`config.mk`:
```
export PLATFORM = sky130hd
export DESIGN_NAME = regfile_cmd_master
export DESIGN_NICKNAME = d
export VERILOG_FILES = /design/src/rtl/regfile_cmd_master.sv
export SDC_FILE = /design/constraint.sdc
export NUM_CORES = 1
export LEC_CHECK = 0
export ABC_CLOCK_PERIOD_IN_PS = 1700
export CAP_MARGIN = 0
export CORE_MARGIN = 2
export CORE_UTILIZATION = 29
export CTS_BUF_LIST = sky130_fd_sc_hd__clkbuf_8
export DETAILED_ROUTE_END_ITERATION = 10
export DONT_BUFFER_PORTS = 1
export HOLD_SLACK_MARGIN = 0.06
export PLACE_DENSITY = 0.48
export SLEW_MARGIN = 20
export SYNTH_ARGS = -nofsm -noshare
export SYNTH_HDL_FRONTEND = slang
export SYNTH_SLANG_ARGS = --single-unit
```
`constraint.sdc`:
```
create_clock -name clk -period 1.7 [get_ports clk]
set_input_delay 0.17 -clock clk [delete_from_list [all_inputs] [get_ports clk]]
set_output_delay 0.17 -clock clk [all_outputs]
set_load 0.05 [all_outputs]
```
`src/rtl/regfile_cmd_master.sv`:
```
// regfile_cmd_master: sequences READ/WRITE/COPY/CLEAR commands into one register-file port set.
// rf_* outputs decode only from state and latched fields; every output is forced low while reset is low.
module regfile_cmd_master #(
    parameter int WIDTH = 32,
    parameter int N = 4,
    localparam int AW = (N > 1) ? $clog2(N) : 1
) (
    input  logic             clk,
    input  logic             reset,
    input  logic             cmd_valid,
    output logic             cmd_ready,
    input  logic [1:0]       cmd_op,
    input  logic [AW-1:0]    cmd_adr_a,
    input  logic [AW-1:0]    cmd_adr_b,
    input  logic [WIDTH-1:0] cmd_data,
    output logic             rsp_valid,
    input  logic             rsp_ready,
    output logic [WIDTH-1:0] rsp_data,
    output logic             rf_write_en,
    output logic             rf_read_en,
    output logic [AW-1:0]    rf_write_adr,
    output logic [AW-1:0]    rf_read_adr,
    output logic [WIDTH-1:0] rf_data_in,
    input  logic [WIDTH-1:0] rf_data_out,
    output logic             busy
);
    typedef enum logic [2:0] {IDLE, RD, RSP, WR, CP_RD, CP_WR, CLR} state_t;
    state_t state, state_nx;
    logic [AW-1:0] adr_a, adr_b, cnt;
    logic [WIDTH-1:0] data, copy_buf, rsp_q;
    logic cnt_last;
    assign cnt_last = cnt == AW'(N - 1);
    always_ff @(posedge clk) begin
        if (!reset) begin
            state    <= IDLE;
            adr_a    <= '0;
            adr_b    <= '0;
            data     <= '0;
            copy_buf <= '0;
            rsp_q    <= '0;
            cnt      <= '0;
        end else begin
            state <= state_nx;
            if (state == IDLE && cmd_valid) begin
                adr_a <= cmd_adr_a;
                adr_b <= cmd_adr_b;
                data  <= cmd_data;
            end
            if (state == RD) rsp_q <= rf_data_out;
            if (state == CP_RD) copy_buf <= rf_data_out;
            cnt <= (state == CLR && !cnt_last) ? cnt + 1'b1 : '0;
        end
    end
    always_comb begin
        state_nx = state;
        case (state)
            IDLE:    if (cmd_valid) state_nx = cmd_op == 2'b00 ? RD : cmd_op == 2'b01 ? WR :
                                               cmd_op == 2'b10 ? CP_RD : CLR;
            RD:      state_nx = RSP;
            RSP:     if (rsp_ready) state_nx = IDLE;
            WR:      state_nx = IDLE;
            CP_RD:   state_nx = CP_WR;
            CP_WR:   state_nx = IDLE;
            CLR:     if (cnt_last) state_nx = IDLE;
            default: state_nx = IDLE;
        endcase
    end
    // Gating with reset makes every output low for the whole reset cycle, not just after the edge.
    always_comb begin
        cmd_ready    = reset && state == IDLE;
        busy         = reset && state != IDLE;
        rsp_valid    = reset && state == RSP;
        rsp_data     = rsp_valid ? rsp_q : '0;
        rf_read_en   = reset && (state == RD || state == CP_RD);
        rf_read_adr  = rf_read_en ? adr_a : '0;
        rf_write_en  = reset && (state == WR || state == CP_WR || state == CLR);
        rf_write_adr = !rf_write_en ? '0 : state == WR ? adr_a : state == CP_WR ? adr_b : cnt;
        rf_data_in   = !rf_write_en ? '0 : state == WR ? data : state == CP_WR ? copy_buf : '0;
    end
endmodule

```
==> qor.yml, run 1 <==
synth_edf_count: 0
drive_gt1_share_pct: 24.9
crit_type: "reg2out"
worst-path-max-fanout: 32
final_antenna_net_count: 0
pre_cts_ws_ns: 0.0159
violations: "setup timing"
cts_max_level: 3
start_util_pct: 29.5
min-delay-path-class: "in2reg"
setup_viol: 71
arrival_ns: 1.78
die_w_um: 133
die_area_mm2: 0.0178
num_rows: 47
final_nets: 813
worst_pin_slew_ns: 0.379
drc_errors: 0
leakagePower_uw: 0.00270
synth_async_sr_flop_share_pct: 0
fin_hold_ws_ns: 0.145
critPathTopFamily: "buffers and inverters"
syn_area_per_cell_um2: 8.05
num_vias: 4597
synth.distinct_cells: 33
fin_ws_ns: -0.249
cts_buffers: 9
wire_per_inst_um: 16.6
ys_warn_count: 0
worstSkewPairLatency_ns: 0.37
port_buffers: 0
fin_tns_setup_ns: -13.59
syn_inst: 603
clk_pin_slew_ns: 0.09
slowest_delay_ns: 0.40
drv_slew: 0
ir_drop_v: 0.000431
dp_hpwl_mm: 10.2
core_area_mm2: 0.0165
skew_ns: 0.00549
fin_crit_sh_pct: 115
syn_area_mm2: 0.00486
outcome: "finished, violations left"
grt.met1_usage_pct: 22.1
cp_data_required_time_ns: 1.53
drt_iter0_markers: 216
dr.pass1.iters: 4
clock_path_buffers: 2
fmax_ghz: 0.513
p_per_area_mw_per_mm2: 716
syn-num-nets: 678
path_cells: "buf_4 > nand2b_1 > a21boi_4 > o21ai_4 > buf_12 > nor2_1 > buf_6"
cts_tree: "yes"
ys_seq_area_share_pct: 43.3
grt.met3_usage_pct: 5.10
min_period_ns: 1.95
rsz0062_at_grt: "yes"
crit_buf_inv: 3
grtUsageMet2_pct: 31.9
root_buffer: "clkbuf_8"
clkSinkCount: 105
pin_count: 147
die_h_um: 133
postLayoutCellArea_mm2: 0.00746
ys.flop_type: "dfxtp_1"
post_dp_cell_area_mm2: 0.00590
startpoint_type: "register"
maxCapViolations: 0
final_cell_mix: "nand2_1, dfxtp_1, dlygate4sd3_1, a21boi_1, buf_6"
overflow: 0
hold_viol: 0
avgViaCountPerCell: 4.78
critPathCaptureType: "primary output"
final_common_cell: "nand2_1"
antennaDiodeCount: 0
fillers: 1607
gp_congestion: 0.831
top_usage_layer: "met2"
antenna_found_initial: 0
syn_to_final_growth_pct: 53.7
grt_max_degree: 102
maxSlewHeadroom_pct: 74.7
grt_pass1_wl_mm: 25.3
finalWirelength_mm: 16.0
grt_util_all_layers_pct: 18.2
ys_ff_latch: 105
cp_slowest_cell: "dfxtp_4"
grt_pass1_vias: 4674
## flip-flops by register name, indices dropped and copies added (netlist names)
register,count
copy_buf,32
data,32
rsp_q,32
state,3
adr_a,2
adr_b,2
cnt,2
## synth_stat cells, types with 3 or more instances
| master | instances | area share (%) |
|---|---|---|
| nand2_1 | 204 | 16 |
| dfxtp_1 | 105 | 43 |
| a21boi_1 | 70 | 11 |
| and2_1 | 37 | 4.8 |
| nor2_1 | 36 | 2.8 |
| a22oi_1 | 32 | 4.9 |
| a21boi_0 | 31 | 4.8 |
| buf_2 | 14 | 1.4 |
| buf_6 | 13 | 3.0 |
| buf_4 | 10 | 1.5 |
| clkbuf_1 | 10 | 0.77 |
| o22ai_1 | 6 | 0.77 |
| inv_1 | 4 | 0.31 |
| nor3_1 | 4 | 0.41 |
| a21oi_1 | 3 | 0.31 |
## routing by layer
| metal | up-vias | wire [um] |
|---|---|---|
| li1 | 2252 | - |
| met1 | 2200 | 6930 |
| met2 | 134 | 8020 |
| met3 | 11 | 857 |
| met4 | 0 | 160 |
| met5 | - | 0 |
## stage by stage
step	instances	total power, uW	util [%]
final	962	5340	45.3
after global routing	962	5630	45.3
after CTS	960	5410	44.7
after detailed placement	860	3500	35.8
after global placement	860	3480	35.8
after floorplan	603	3300	-
## final cells by class
cell class,instances,area [um^2],area share (%)
clock inverters,4,45.0,0.604
flip-flops and latches,105,2110,28.3
multi-input cells,444,2680,35.9
repair buffers,173,2180,29.2
inverters,5,23.8,0.319
well taps,220,275,3.69
clock buffers,11,151,2.03
## tightest hold or removal path, cell delays in order
cell	delay (ns)
o21a_1	0.09
o22ai_1	0.06
o311ai_0	0.10
a21oi_1	0.05
## cell families after synthesis
family	share of synthesized area [%]
buffers and inverters	7.37
AO/OA/AOI/OAI	23.2
flip-flops	43.3
XOR/XNOR	0.180
adder cells (fa/ha/maj)	0.258
AND/OR/NAND/NOR	25.8
## path summary, 6_finish.rpt
check / start / depth (start not counted) / endpoint / slack, ns
max: state[1] / 7 / rf_data_in[9] / -0.25
min: rsp_ready / 4 / state[1] / 0.14
max reg2reg: state[0] / 5 / cnt[0] / 0.09
min reg2reg: rsp_q[7] / 2 / rsp_q[7] / 0.46
## report_power, final
| part | total (uW) | switching (uW) | leakage, uW | internal [uW] |
|---|---|---|---|---|
| Combinational | 1050 | 565 | 0.00173 | 488 |
| Clock | 1580 | 837 | 0.000104 | 745 |
| Sequential | 2710 | 96.0 | 0.000857 | 2610 |
| Total | 5340 | 1500 | 0.00270 | 3850 |
## repair_timing
item	4_1_cts	5_1_grt
pin swaps	6	10
hold buffers	76	0
gates cloned	2	1
resized for setup	111	19
hold endpoints to repair	105	0
setup endpoints to repair	73	76
setup buffers	7	1
(Power assumes the default switching activity.)
==> run 2: changes to the inputs <==
ABC_CLOCK_PERIOD_IN_PS = 1600   (was 1700)
HOLD_SLACK_MARGIN = unset   (was 0.06)
PLACE_DENSITY = 0.49   (was 0.48)
clock period = 1.6 ns   (was 1.7 ns; I/O delays follow)
==> run 2 against run 1 <==
  * The run still ends with setup timing left
  * Clock power increased by 18%
  * Sequential share of layout area is 2.5 points lower
  * Design area grew 9.7%
  * Combinational power up 38%
  * Clock-buffer cell count decreased by 2
  * Critical path type unchanged
  * Largest cell class unchanged
  * Highest routed layer unchanged
==> qor.yml, run 2 (synthesized netlist as in run 1, its figures left out) <==
grt_pass1_vias: 4763
pre_cts_ws_ns: -0.0614
worst-path-max-fanout: 21
arrival_ns: 1.80
drive_gt1_share_pct: 36.2
drv_slew: 0
min-delay-path-class: "in2reg"
start_util_pct: 29.5
p_sw_share_pct: 29.5
fin_crit_sh_pct: 122
ir_drop_v: 0.000419
grt_pass1_wl_mm: 25.3
avgViaCountPerCell: 4.84
clk_pin_slew_ns: 0.10
syn_to_final_growth_pct: 68.5
worstSkewPairLatency_ns: 0.38
maxSlewHeadroom_pct: 73.4
leakagePower_uw: 0.00304
die_area_mm2: 0.0178
dp_hpwl_mm: 10.4
antenna_found_initial: 0
clock_path_buffers: 2
startpoint_type: "register"
final_cell_mix: "nand2_1, dfxtp_1, a21boi_1, dlygate4sd3_1, buf_6"
final_nets: 827
rsz0062_at_grt: "yes"
num_rows: 47
cp_slowest_cell: "dfxtp_4"
antennaDiodeCount: 0
p_per_area_mw_per_mm2: 757
met2_length_mm: 8.71
hold_path_startpoint: "rsp_ready"
finalNonFillerCells: 977
finalWirelength_mm: 17.3
critPathCaptureType: "primary output"
wl_met1_mm: 7.27
grt_util_all_layers_pct: 18.2
cts_buffers: 9
root_buffer: "clkbuf_8"
core_area_mm2: 0.0165
slowest_delay_ns: 0.42
num_vias: 4731
grt_max_degree: 106
met3_length_mm: 1.01
combPwrFrac_pct: 23.5
min_period_ns: 1.96
power.internal_uw: 4370
fin_ws_ns: -0.355
gp_congestion: 0.781
drt_iter0_markers: 169
wire_per_inst_um: 17.7
overflow: 0
r2r_start: "state[0]"
violations: "setup timing"
port_buffers: 0
skew_ns: 0.00621
top_layer_used: "met4"
cts_tree: "yes"
p_seq_share_pct: 46.6
reg.largest.list: "copy_buf: 32 flops, data: 32 flops, rsp_q: 32 flops"
cp_data_required_time_ns: 1.44
placed_cells: 864
fmax_ghz: 0.511
crit_buf_inv: 3
reg2reg_to: "data[10]"
pin_count: 147
crit_type: "reg2out"
clkPwrFrac_pct: 30.0
maxCapViolations: 0
setup_viol: 117
worst_pin_slew_ns: 0.398
final_core_util_pct: 49.7
crit_path_frequent_cell: "buf_12"
r2r_cells: 9
drc_errors: 0
dr.pass1.iters: 4
hold_depth: 3
die_w_um: 133
final_antenna_net_count: 0
final_common_cell: "nand2_1"
holdPathEnd: "state[1]"
path_cells: "buf_12 > nand2_8 > nor2_8 > o21ai_4 > buf_12 > nor2_2 > buf_6"
rrSetupSlack_ns: -0.21
p_switching_uw: 1830
outcome: "finished, violations left"
cts_max_level: 3
hold_viol: 0
fillers: 1564
die_h_um: 133
fin_hold_ws_ns: 0.0196
clkSinkCount: 105
critPathTopFamily: "buffers and inverters"
run 2: cell types whose count changed in the layout (fill, tap and decap cells not counted), moves of 6 or more:
| cell | change |
|---|---|
| nor2_2 | +7 |
| nand2_4 | +23 |
| buf_6 | +7 |
| a21boi_2 | +23 |
| a21boi_0 | -28 |
| nor2_1 | -8 |
| buf_4 | -6 |
| a22oi_2 | +7 |
| nand2_1 | -29 |
| a22oi_1 | -7 |
run 2: final cells by class:
type                       count  area (um^2)  area share, %
multi-input combinational    444         3040           37.2
timing repair buffer         187         2520           30.8
sequential                   105         2110           25.8
tap                          220          275           3.36
clock buffer                   9          124           1.51
clock inverter                 7         95.1           1.16
inverter                       5         18.8          0.229
run 2: how the worst max path moves through the flow:
| stage | slack (ns) | endpoint | start | depth (start not counted) |
|---|---|---|---|---|
| after floorplan | -0.26 | rf_data_in[0] | state[0] | 6 |
| after global placement | -0.02 | rf_data_in[5] | state[0] | 6 |
| after detailed placement | -0.06 | rf_data_in[7] | state[0] | 6 |
| after CTS | -0.40 | rsp_data[31] | state[0] | 7 |
| final | -0.36 | rf_data_in[7] | state[0] | 7 |
| after global routing | -0.43 | rsp_data[14] | state[0] | 7 |
run 2: repair_timing:
action,CTS,global route
pin swaps,35,78
hold endpoints to repair,103,95
gates resized for setup,125,148
gates cloned,5,7
endpoints found under the setup margin,82,107
hold buffers,66,7
setup buffers,8,4
run 2: power groups by stage:
stage / sequential (uW) / clock, uW / combinational (uW)
global route: 2910 / 2010 / 1560
global placement: 2930 / 0 / 800
detailed placement: 2930 / 0 / 823
CTS: 2880 / 1930 / 1100
floorplan: 2900 / 0 / 606
finish: 2890 / 1860 / 1450
run 2: tightest hold or removal path, cell delays in order:
cell     delay, ns
inv_1         0.02
o22ai_1       0.11
a21oi_1       0.08
run 2: through the flow:
step / instance area, um^2 / setup TNS (ns) / power [uW]
floorplan: 4900 / -8.15 / 3500
detailed placement: 5960 / -1.92 / 3760
finish: 8180 / -28.41 / 6200
global route: 8180 / -38.25 / 6480
global placement: 5960 / -0.0612 / 3730
CTS: 7460 / -23.52 / 5910
run 2: metal layers:
layer	global-route usage, %	up-vias
met1	22.0	2290
met2	31.9	131
met5	0	-
met4	5.02	0
li1	-	2283
met3	4.79	27
==> run 3: changes to the inputs <==
SKIP_CTS_REPAIR_TIMING = 1   (was unset)
==> run 3 against run 2 <==
  * The run ends with hold timing, setup timing left
  * Core utilization fell by 2.5 points
  * Register-to-register slack improved by 0.15 ns
  * Global-route usage is 1.7 points lower
  * Die area is the same
  * Critical path depth is the same
  * Sequential power hardly changed
  * Clock power barely moved
  * Design area is 5.0% lower
  * Fmax fell by 0.70%
  * Sequential share of layout area increased by 1.4 points
  * Non-clock buffer count fell by 12
  * Hold slack worse by 0.090 ns
  * Critical path type unchanged
  * Largest power group unchanged
==> qor.yml, run 3 (synthesized netlist as in run 1, its figures left out) <==
slowest_delay_ns: 0.37
drt_iter0_markers: 176
dp_hpwl_mm: 10.4
placed_cells: 864
wire_per_inst_um: 17.2
arrival_ns: 1.81
maxCapViolations: 0
p_total_uw: 6030
gp_congestion: 0.781
port_buffers: 0
final_core_util_pct: 47.2
fin_tns_setup_ns: -22.51
cts_tree: "yes"
dr.pass1.iters: 5
grt_max_degree: 106
final_common_cell: "nand2_1"
cts_max_level: 3
startpoint_type: "register"
ir_drop_v: 0.000426
drive_gt1_share_pct: 31.8
finalNonFillerCells: 965
clkSinkCount: 105
fin_crit_sh_pct: 123
overflow: 0
drc_errors: 0
rsz0062_at_grt: "yes"
start_util_pct: 29.5
avgViaCountPerCell: 4.85
clock_path_buffers: 2
antennaDiodeCount: 0
worst_pin_slew_ns: 0.320
cts_buffers: 9
root_buffer: "clkbuf_8"
die_area_mm2: 0.0178
setup_viol: 108
min-delay-path-class: "in2reg"
skew_ns: 0.00720
worstSkewPairLatency_ns: 0.39
fin_hold_ws_ns: -0.0704
maxSlewHeadroom_pct: 78.4
die_h_um: 133
pin_count: 147
grt_util_all_layers_pct: 16.4
num_rows: 47
worst-path-max-fanout: 8
cp_slowest_cell: "dfxtp_4"
core_area_mm2: 0.0165
crit_type: "reg2out"
fmax_ghz: 0.508
drv_slew: 0
min_period_ns: 1.97
num_vias: 4679
die_w_um: 133
outcome: "finished, violations left"
clk_pin_slew_ns: 0.10
leakagePower_uw: 0.00292
path_cells: "buf_6 > nand2b_4 > nor3_4 > buf_12 > clkbuf_16 > and2_4 > buf_12"
postLayoutCellArea_mm2: 0.00777
antenna_found_initial: 0
hold_viol: 40
critPathCaptureType: "primary output"
grt_pass1_wl_mm: 22.8
final_antenna_net_count: 0
post_dp_cell_area_mm2: 0.00596
syn_to_final_growth_pct: 60.0
grt_pass1_vias: 4274
violations: "hold timing, setup timing"
reg.largest.list: "copy_buf: 32 flops, data: 32 flops, rsp_q: 32 flops"
crit_path_frequent_cell: "buf_12"
finalWirelength_mm: 16.6
fin_ws_ns: -0.369
final_nets: 815
cp_data_required_time_ns: 1.44
final_cell_mix: "nand2_1, dfxtp_1, dlygate4sd3_1, a21boi_1, buf_12"
p_per_area_mw_per_mm2: 776
run 3: cell types whose count changed in the layout (fill, tap and decap cells not counted), sizes merged:
| cell | before | now |
|---|---|---|
| buf | 109 | 99 |
| dlygate4sd3 | 72 | 70 |
run 3: layout make-up:
cell class,count,area (um^2)
Clock buffer,9,124
Clock inverter,7,95.1
Fill cell,1596,8690
Inverter,5,18.8
Multi-Input combinational cell,444,2890
Sequential cell,105,2110
Tap cell,220,275
Timing Repair Buffer,175,2260
run 3: worst paths after layout:
check	start	cells past startpoint	slack (ns)	end
max	state[0]	7	-0.37	rsp_data[16]
min	reset	2	-0.07	state[1]
max reg2reg	state[0]	8	-0.06	data[4]
min reg2reg	data[2]	2	0.46	data[2]
run 3: metal layers:
metal  share of wire, %  GRT usage, %  wire length (um)
met1                 44          19.5              7210
met2                 50          27.8              8280
met3                5.2          6.09               861
met4                1.3          5.02               218
met5                  0             0                 0
run 3: per-stage QoR:
stage	setup WS [ns]	hold slack (ns)
after CTS	-0.523	-0.131
after detailed placement	-0.0614	0.303
after floorplan	-0.260	0.295
after global placement	-0.0231	0.300
after global routing	-0.436	-0.0836
final	-0.369	-0.0704
run 3: critical path: cells and delay by family, from the launching register on:
family | cells | cell delay, ns
buffers and inverters | 4 | 0.56
AND/OR/NAND/NOR | 3 | 0.49
flip-flops | 1 | 0.37
run 3: power breakdown:
| group | leakage, uW | switching, uW | total [uW] | internal (uW) |
|---|---|---|---|---|
| sequential | 0.000857 | 102 | 2880 | 2780 |
| clock | 0.000115 | 962 | 1850 | 885 |
| combinational | 0.00194 | 673 | 1310 | 637 |
